--- src/rtl/cc_cond_unit.sv ---
`default_nettype none
// ============================================================================
// Module   : cc_cond_unit
// Brief    : Y86-64 Execute-stage condition codes, jXX/cmovXX evaluation and
//            the Memory-stage Cnd pipeline register.
// Revision : 1.0
// ============================================================================
module cc_cond_unit #(
    parameter logic [2:0] CC_RESET   = 3'b100,
    parameter logic [3:0] ICODE_OPQ  = 4'h6,
    parameter logic [3:0] ICODE_JXX  = 4'h7,
    parameter logic [3:0] ICODE_CMOV = 4'h2
) (
    input  logic       clk,
    input  logic       rst_n,
    input  logic [3:0] e_icode,
    input  logic [3:0] e_ifun,
    input  logic [2:0] alu_cf,
    input  logic       m_stat_ok,
    input  logic       W_stat_ok,
    input  logic       M_stall,
    input  logic       M_bubble,
    output logic [2:0] cc,
    output logic       e_cnd,
    output logic       M_cnd,
    output logic       set_cc
);

    localparam logic [3:0] c_FN_ALWAYS = 4'd0;
    localparam logic [3:0] c_FN_LE     = 4'd1;
    localparam logic [3:0] c_FN_L      = 4'd2;
    localparam logic [3:0] c_FN_E      = 4'd3;
    localparam logic [3:0] c_FN_NE     = 4'd4;
    localparam logic [3:0] c_FN_GE     = 4'd5;
    localparam logic [3:0] c_FN_G      = 4'd6;

    logic [2:0] r_cc;
    logic       r_m_cnd;
    logic       w_set_cc;
    logic       w_zf;
    logic       w_lt;
    logic       w_eval;
    logic       w_is_cond;

    // A faulting instruction downstream must not leave architectural CC side effects.
    assign w_set_cc = (e_icode == ICODE_OPQ) & m_stat_ok & W_stat_ok;

    always_ff @(posedge clk or negedge rst_n) begin
        if (!rst_n) begin
            r_cc <= CC_RESET;
        end else if (w_set_cc) begin
            r_cc <= alu_cf;
        end
    end

    // Evaluation deliberately uses the stored CC only; there is no bypass from alu_cf.
    assign w_zf = r_cc[2];
    assign w_lt = r_cc[1] ^ r_cc[0];

    always_comb begin
        w_eval = 1'b0;
        case (e_ifun)
            c_FN_ALWAYS: w_eval = 1'b1;
            c_FN_LE:     w_eval = w_lt | w_zf;
            c_FN_L:      w_eval = w_lt;
            c_FN_E:      w_eval = w_zf;
            c_FN_NE:     w_eval = ~w_zf;
            c_FN_GE:     w_eval = ~w_lt;
            c_FN_G:      w_eval = ~w_lt & ~w_zf;
            default:     w_eval = 1'b0;
        endcase
    end

    assign w_is_cond = (e_icode == ICODE_JXX) | (e_icode == ICODE_CMOV);

    // Bubble takes priority over stall.
    always_ff @(posedge clk or negedge rst_n) begin
        if (!rst_n) begin
            r_m_cnd <= 1'b0;
        end else if (M_bubble) begin
            r_m_cnd <= 1'b0;
        end else if (!M_stall) begin
            r_m_cnd <= w_is_cond & w_eval;
        end
    end

    assign cc     = r_cc;
    assign e_cnd  = w_is_cond & w_eval;
    assign M_cnd  = r_m_cnd;
    assign set_cc = w_set_cc;

endmodule
`default_nettype wire

--- config.mk ---
export PLATFORM = sky130hd
export DESIGN_NAME = cc_cond_unit
export DESIGN_NICKNAME = d
export VERILOG_FILES = /design/src/rtl/cc_cond_unit.sv
export SDC_FILE = /design/constraint.sdc
export NUM_CORES = 1
export LEC_CHECK = 0
export ABC_CLOCK_PERIOD_IN_PS = 2200
export CAP_MARGIN = 10
export CELL_PAD_IN_SITES_DETAIL_PLACEMENT = 0
export CELL_PAD_IN_SITES_GLOBAL_PLACEMENT = 2
export CORE_MARGIN = 2
export CORE_UTILIZATION = 15
export DETAILED_ROUTE_END_ITERATION = 6
export PLACE_DENSITY_LB_ADDON = 0.05
export REMOVE_ABC_BUFFERS = 1
export SYNTH_ARGS = -nofsm -noshare
export SYNTH_HDL_FRONTEND = slang
export SYNTH_SLANG_ARGS = --single-unit
--- constraint.sdc ---
create_clock -name clk -period 2.2 [get_ports clk]
set_clock_uncertainty 0.15 [all_clocks]
set_input_delay 0.66 -clock clk [delete_from_list [all_inputs] [get_ports clk]]
set_output_delay 0.66 -clock clk [all_outputs]
set_load 0.02 [all_outputs]
Word level (Yosys, flattened, before mapping) --
Index checks and enable logic that the tools add are counted.
Storage, ports and cells: logic and storage cells 25, bits of input ports 17, RAM bits 0, memory bits (read-only) 0, flip-flop bits (word level) 4, memories kept 0, latch bits 0
Operators by class: multipliers 0, mux-type cells 3, div/mod/pow operators 0, bitwise logic cells 9, equal/unequal tests 10, shift-type cells 0, reductions and logical operators 1, $lt $le $gt $ge 0, add/subtract/negate cells 0
Operator list (number):
- $eq 4x3->1 const B | 5
- $eq 4x2->1 const B | 3
- $pmux 1 s7 | 1
- $and 1x1->1 | 4
- $eq 4x1->1 const B | 1
- $logic_not 4->1 | 1
- $mux 1 | 2
- $ne 2x1->1 const B | 1
- $not 1->1 | 2
- $or 1x1->1 | 2
- $xor 1x1->1 | 1

Logic depth before layout (Yosys ltp) --
Gate-level depths: netlist of run 1.
depth after elaboration 7, gate-level depth with buffers 4

Least setup slack after synthesis of run 1 --
Ideal clock, no wire load.
kind in2out, from in e_ifun[0], to out e_cnd, arrival time 1.588 ns, setup slack -0.198 ns, stages 3, data required time 1.390 ns, path buffers 0, cell sequence o31ai_1 > a21oi_1 > a2111oi_2
On the way: cells in the longest elaborated chain, start to end 3, elaborated cells on any way between the ends 9
RTL lines:
- start: declaration | line 17 | input logic [3:0] e_ifun,
- $eq 4x3->1 (tied with other cells) | line 62 | case (e_ifun)
- $pmux 1 s7 (*) | line 62
- $and 1x1->1 (*) | line 88 | assign e_cnd = w_is_cond & w_eval;
- end: declaration | line 24 | output logic e_cnd,
Every way passes the cells marked *; elsewhere a longest branch is shown, timed or not.

Worst setup path in the final report of run 1 --
from in e_ifun[1], to out e_cnd
Same word-level chain as after synthesis.

==> results of run 1 <==
## power by group
part | internal (W) | leakage [nW] | switching, W
combinational | 0.0000910 | 0.238 | 0.0000664
sequential | 0.0000878 | 0.0500 | 0.0000112
clock | 0.0000683 | 0.0150 | 0.0000330
## final cells by class
type                       instances  share of cell area [%]
clock buffer                       4                   4.038
inverter                           2                   1.538
multi-input combinational         18                   32.12
sequential                         4                   15.58
tap                               25                   4.808
timing repair buffer              31                   41.92
## state kept, by name, indices dropped and copies added (netlist names)
register / flops
M_cnd: 1
cc: 3
## metal layers
metal  track usage [%]  part of all wire, %
met5                 0                    0
met4             10.29                  1.5
met3             1.569                  4.4
met2             16.39                   55
met1             10.09                   39
## cells in the final DEF (no fill, tap or decap), drive strengths merged
cell	count
buf	16
clkdlybuf4s50	8
clkbuf	5
dlygate4sd2	4
dfrtp	3
mux2	3
xnor2	2
a21oi	2
dlymetal6s2s	2
inv	2
nand4	1
nor3b	1
or2b	1
nand2b	1
mux2i	1
o31ai	1
o2111ai	1
a2111oi	1
nor2	1
nand2	1
o2bb2ai	1
dfstp	1
## worst paths after layout
path	startpoint	end	slack (ns)	depth (start not counted)
worst max-delay path	e_ifun[1]	e_cnd	-0.23	5
worst min-delay path	M_cnd	M_cnd	0.39	2
worst max register to register	cc[2]	M_cnd	0.58	5
worst min register to register	M_cnd	M_cnd	0.39	2
max in group asynchronous	rst_n	cc[2]	1.19	1
min in group asynchronous	rst_n	M_cnd	0.47	1
## kinds of logic after synthesis
group	Yosys count	synth area share, %
compound gates	6	18.69
xor+xnor	2	9.348
buf+inv	2	2.805
flops	4	37.85
mux	4	16.35
simple gates	6	14.95
## through the flow
stage	instance area (sq um)	instances	utilization [%]	setup TNS, ns
2_1_floorplan	267.8	24	-	-0.1976
3_3_place_gp	571.8	78	33.48	-2.377
3_5_place_dp	571.8	78	33.48	-2.494
4_1_cts	653.1	83	38.24	-0.2777
5_1_grt	650.6	84	38.10	-0.2808
6_report	650.6	84	38.10	-0.2253
## worst max-delay path: cells and delay by family
family,cells,cell delay (ns)
buffers and inverters,2,0.32
AO/OA/AOI/OAI,3,0.63
## timing repair
| item | 4_1_cts | 5_1_grt |
|---|---|---|
| gates resized for setup | 47 | 6 |
| hold buffers | 0 | 0 |
| gates cloned | 0 | 0 |
| setup buffers | 1 | 1 |
| endpoints found under the setup margin | 3 | 4 |
| pin swaps | 7 | 5 |
==> results.py, run 1 <==
metrics = {
    "status": {
        "status": "finished, violations left",
        "violations": "negative setup slack",
    },
    "grt": {
        "grt_usage_pct": 9.912,
        "grt_max_degree": 5,
        "grt_first_pass_wirelength_mm": 1.393,
        "gr-total-overflow": 0,
        "antenna_found_initial": 0,
        "grt_pass1_vias": 332,
    },
    "logic_synthesis": {
        "syn_area_sq_um": 267.8,
        "synthCells": 24,
        "synth_cell_types": 18,
        "synth_top_cell_area_share_pct": 28.04,
        "yosys_warnings": 0,
        "synth_area_leaders": "dfrtp_1 28%, mux2_2 13%, dfstp_2 9.8%, xnor2_2 6.1%, a2111oi_2 5.6%",
        "ys.flop_type": "dfrtp_1",
        "ys_top_cells_by_count": "3 x dfrtp_1, 3 x mux2_2, 2 x a21oi_1, 2 x inv_1",
        "ys_ff_latch": 4,
        "synth_area_leader_cell": "dfrtp_1",
        "yosysSeqAreaShare_pct": 37.85,
        "synth-edff-count": 0,
        "async_flop_share_pct": 100.0,
        "postSynthAreaPerCell_sq_um": 11.16,
    },
    "power_and_ir_drop": {
        "ir_drop_mv": 0.2567,
        "total_power_w": 0.0003576,
        "p_leak_nw": 0.3032,
        "powerDensity_nw_per_um2": 549.7,
    },
    "clocking": {
        "clkSlewWorstSetupHoldPaths_ns": 0.04,
        "cts_buffer_depth": 2,
        "cts.sinks": 4,
        "cts_inserted_buffers": 3,
        "clock_latency_ns": 0.24,
        "cts_root_buf": "clkbuf_4",
        "cts_tree": "built",
        "htree_levels": 1,
    },
    "route": {
        "wl_per_cell_microns": 10.76,
        "totalWireLength_microns": 904,
        "num_vias": 317,
        "postRouteAntennaNets": 0,
        "route.detailed.drc": 0,
        "drt-initial-drc-count": 3,
        "first_pass_iters": 2,
        "viasPerCell": 3.774,
    },
    "sta": {
        "grt_setup_unrepaired": "yes",
        "fmax_mhz": 412.3,
        "tightest_slew_ns": 0.2751,
        "slew_viol_final": 0,
        "whs_ns": 0.3892,
        "timing.final.ws_setup_ns": -0.2253,
        "hold_viol": 0,
        "timing.final.crit_share_pct": 110.2,
        "relSlewSlack_pct": 81.66,
        "finalCriticalPeriod_ns": 2.425,
        "setup_viol": 1,
    },
    "floorplan": {
        "die_area_sq_um": 2139,
        "die_x_microns": 46.25,
        "rows": 15,
        "initial_core_util_pct": 15.68,
        "fp.dieH_microns": 46.25,
        "io_pins": 23,
        "coreArea_sq_um": 1708,
    },
    "setup_path": {
        "setup.worst_path.end_class": "output pin",
        "crit_path_max_incr_delay_ns": 0.30,
        "crit_required_ns": 1.39,
        "worst_ep_arrival_time_ns": 1.62,
        "crit_slowest_cell": "a2111oi_4",
        "critical_path_class": "primary input to output pin",
        "path_cells": "buf_2 > o31ai_2 > a21oi_2 > a2111oi_4 > buf_4",
        "crit_path_max_fanout": 4,
        "worst_setup_path_start_kind": "primary input",
    },
    "layout": {
        "drive_gt1_share_pct": 55.93,
        "antenna_cells": 0,
        "syn2layout_area_growth_pct": 143.0,
        "multi_input_area_sq_um": 209.0,
        "nets": 77,
        "fill_cells": 175,
        "regArea_sq_um": 101.3,
    },
    "min_path": {
        "min_path_type": "flip-flop to flip-flop",
    },
    "place": {
        "gp_congestion": 0.6793,
        "port_buffers": 22,
        "dpl_worst_slack_ns": -1.181,
    },
    "flow_run": {
        "drv_cap": 0,
    },
}
(Power assumes the default switching activity.)
==> run 2: changes to the inputs <==
Settings changed: ABC_CLOCK_PERIOD_IN_PS 2200 to 2600.
Clock period 2.2 ns to 2.6 ns, I/O delays scaled along.
==> results.py, run 2 (synthesis gave the netlist of run 1 again) <==
metrics = {
    "clocking": {
        "cts_buffer_depth": 2,
        "cts.sinks": 4,
        "cts_hold_buf": 0,
        "cts_root_buf": "clkbuf_4",
        "htree_levels": 1,
        "cts_tree": "built",
        "clkSlewWorstSetupHoldPaths_ns": 0.04,
        "cts_inserted_buffers": 3,
        "clock_latency_ns": 0.23,
    },
    "layout": {
        "antenna_cells": 0,
        "regArea_sq_um": 101.3,
        "final_cell_mix": "11 x buf_4, 10 x clkdlybuf4s50_1, 4 x dlygate4sd2_1",
        "multi_input_area_sq_um": 224.0,
        "syn2layout_area_growth_pct": 150.5,
        "drive_gt1_share_pct": 54.24,
        "largest_reg_flops": 3,
        "fill_cells": 172,
        "final_common_cell": "buf_4",
        "nets": 77,
        "fin_area_sq_um": 670.6,
    },
    "grt": {
        "grt_usage_pct": 9.832,
        "grt_max_degree": 5,
        "antenna_found_initial": 0,
        "grt_pass1_vias": 328,
        "gr-total-overflow": 0,
        "grt_first_pass_wirelength_mm": 1.380,
    },
    "route": {
        "route.detailed.drc": 0,
        "first_pass_iters": 2,
        "num_vias": 314,
        "viasPerCell": 3.738,
        "totalWireLength_microns": 884,
        "wl_per_cell_microns": 10.52,
        "drt-initial-drc-count": 2,
        "postRouteAntennaNets": 0,
    },
    "setup_path": {
        "crit_path_max_fanout": 4,
        "reg2reg_slack_ns": 0.98,
        "critical_path_class": "primary input to output pin",
        "path_cells": "buf_8 > or2b_4 > a21oi_2 > a2111oi_4 > buf_4",
        "crit_path_max_incr_delay_ns": 0.36,
        "crit_slowest_cell": "a2111oi_4",
        "worst_ep_arrival_time_ns": 1.73,
        "crit_required_ns": 1.67,
        "worst_setup_path_start_kind": "primary input",
        "setup.worst_path.end_class": "output pin",
    },
    "status": {
        "violations": "negative setup slack",
        "status": "finished, violations left",
    },
    "sta": {
        "setup_viol": 1,
        "timing.final.ws_setup_ns": -0.05982,
        "setup_tns_ns": -0.05982,
        "finalCriticalPeriod_ns": 2.660,
        "hold_viol": 0,
        "relSlewSlack_pct": 81.60,
        "fmax_mhz": 376.0,
        "grt_setup_unrepaired": "yes",
        "tightest_slew_ns": 0.2760,
        "slew_viol_final": 0,
        "timing.final.crit_share_pct": 102.3,
    },
    "power_and_ir_drop": {
        "p_leak_nw": 0.2798,
        "seq_power_share_pct": 27.2,
        "powerDensity_nw_per_um2": 461.8,
        "power_frac_clock_pct": 27.6,
        "total_power_w": 0.0003097,
        "p_int_w": 0.0002157,
        "p_sw_w": 0.00009402,
        "ir_drop_mv": 0.2191,
        "p_sw_share_pct": 30.36,
        "pwr-share-comb_pct": 45.3,
    },
    "floorplan": {
        "die_x_microns": 46.25,
        "rows": 15,
        "initial_core_util_pct": 15.68,
        "fp.dieH_microns": 46.25,
        "die_area_sq_um": 2139,
        "io_pins": 23,
        "coreArea_sq_um": 1708,
    },
    "place": {
        "gp_congestion": 0.6793,
        "port_buffers": 22,
        "place_area_sq_um": 571.8,
    },
    "flow_run": {
        "drv_cap": 0,
    },
    "min_path": {
        "min_path_type": "flip-flop to flip-flop",
    },
}
==> run 2: cell count changes in the layout (fill, tap and decap cells not counted), moves of 2 or more <==
cell / before / now
buf_2: 3 / 1
dlymetal6s2s_1: 2 / 0
clkdlybuf4s15_1: 0 / 2
clkdlybuf4s50_1: 8 / 10
==> run 2: cell type report <==
| type | instances | share of cell area [%] |
|---|---|---|
| inverter | 2 | 1.119 |
| clock buffer | 4 | 3.918 |
| timing repair buffer | 31 | 41.79 |
| multi-input combinational | 18 | 33.40 |
| tap | 25 | 4.664 |
| sequential | 4 | 15.11 |
==> run 2: final timing paths <==
check | start | to | cells past startpoint
worst max register to register | cc[2] | M_cnd | 5
min in group asynchronous | rst_n | M_cnd | 1
worst max-delay path | e_ifun[0] | e_cnd | 5
worst min-delay path | M_cnd | M_cnd | 2
worst min register to register | M_cnd | M_cnd | 2
max in group asynchronous | rst_n | cc[2] | 1
==> run 2: metal layers <==
layer	vias up	track usage, %	part of all wire, %
met2	12	16.39	55
met1	142	9.859	38
met4	0	10.29	1.6
met3	2	1.569	4.6
li1	158	-	-
met5	-	0	0
==> run 2: through the flow <==
stage	std cells	worst slack (ns)	utilization [%]	hold slack, ns
5_1_grt	84	-0.09679	39.27	0.4122
3_5_place_dp	78	-1.021	33.48	0.3871
4_1_cts	83	-0.1019	37.80	0.3936
3_3_place_gp	78	-0.9840	33.48	0.3859
6_report	84	-0.05982	39.27	0.3892
2_1_floorplan	24	-0.03763	-	0.3344
==> run 2: repair_timing <==
action / 4_1_cts / 5_1_grt
gates resized for setup: 42 / 10
buffers inserted: 1 / 1
endpoints found under the setup margin: 2 / 2
pin swaps: 7 / 4
==> run 2: worst max-delay path: cells and delay by family <==
kind | cells | cell delay, ns
AOI/OAI and AO/OA | 2 | 0.43
buffers and inverters | 2 | 0.30
and+or+nand+nor | 1 | 0.22
==> run 2: power by group through the flow <==
stage	combinational, W	clock (W)	sequential, W
after global placement	0.000120	0	0.0000845
final	0.000140	0.0000854	0.0000842
after floorplan	0.0000322	0	0.0000968
after global routing	0.000149	0.0000939	0.0000867
after detailed placement	0.000122	0	0.0000846
after CTS	0.000134	0.0000898	0.0000844
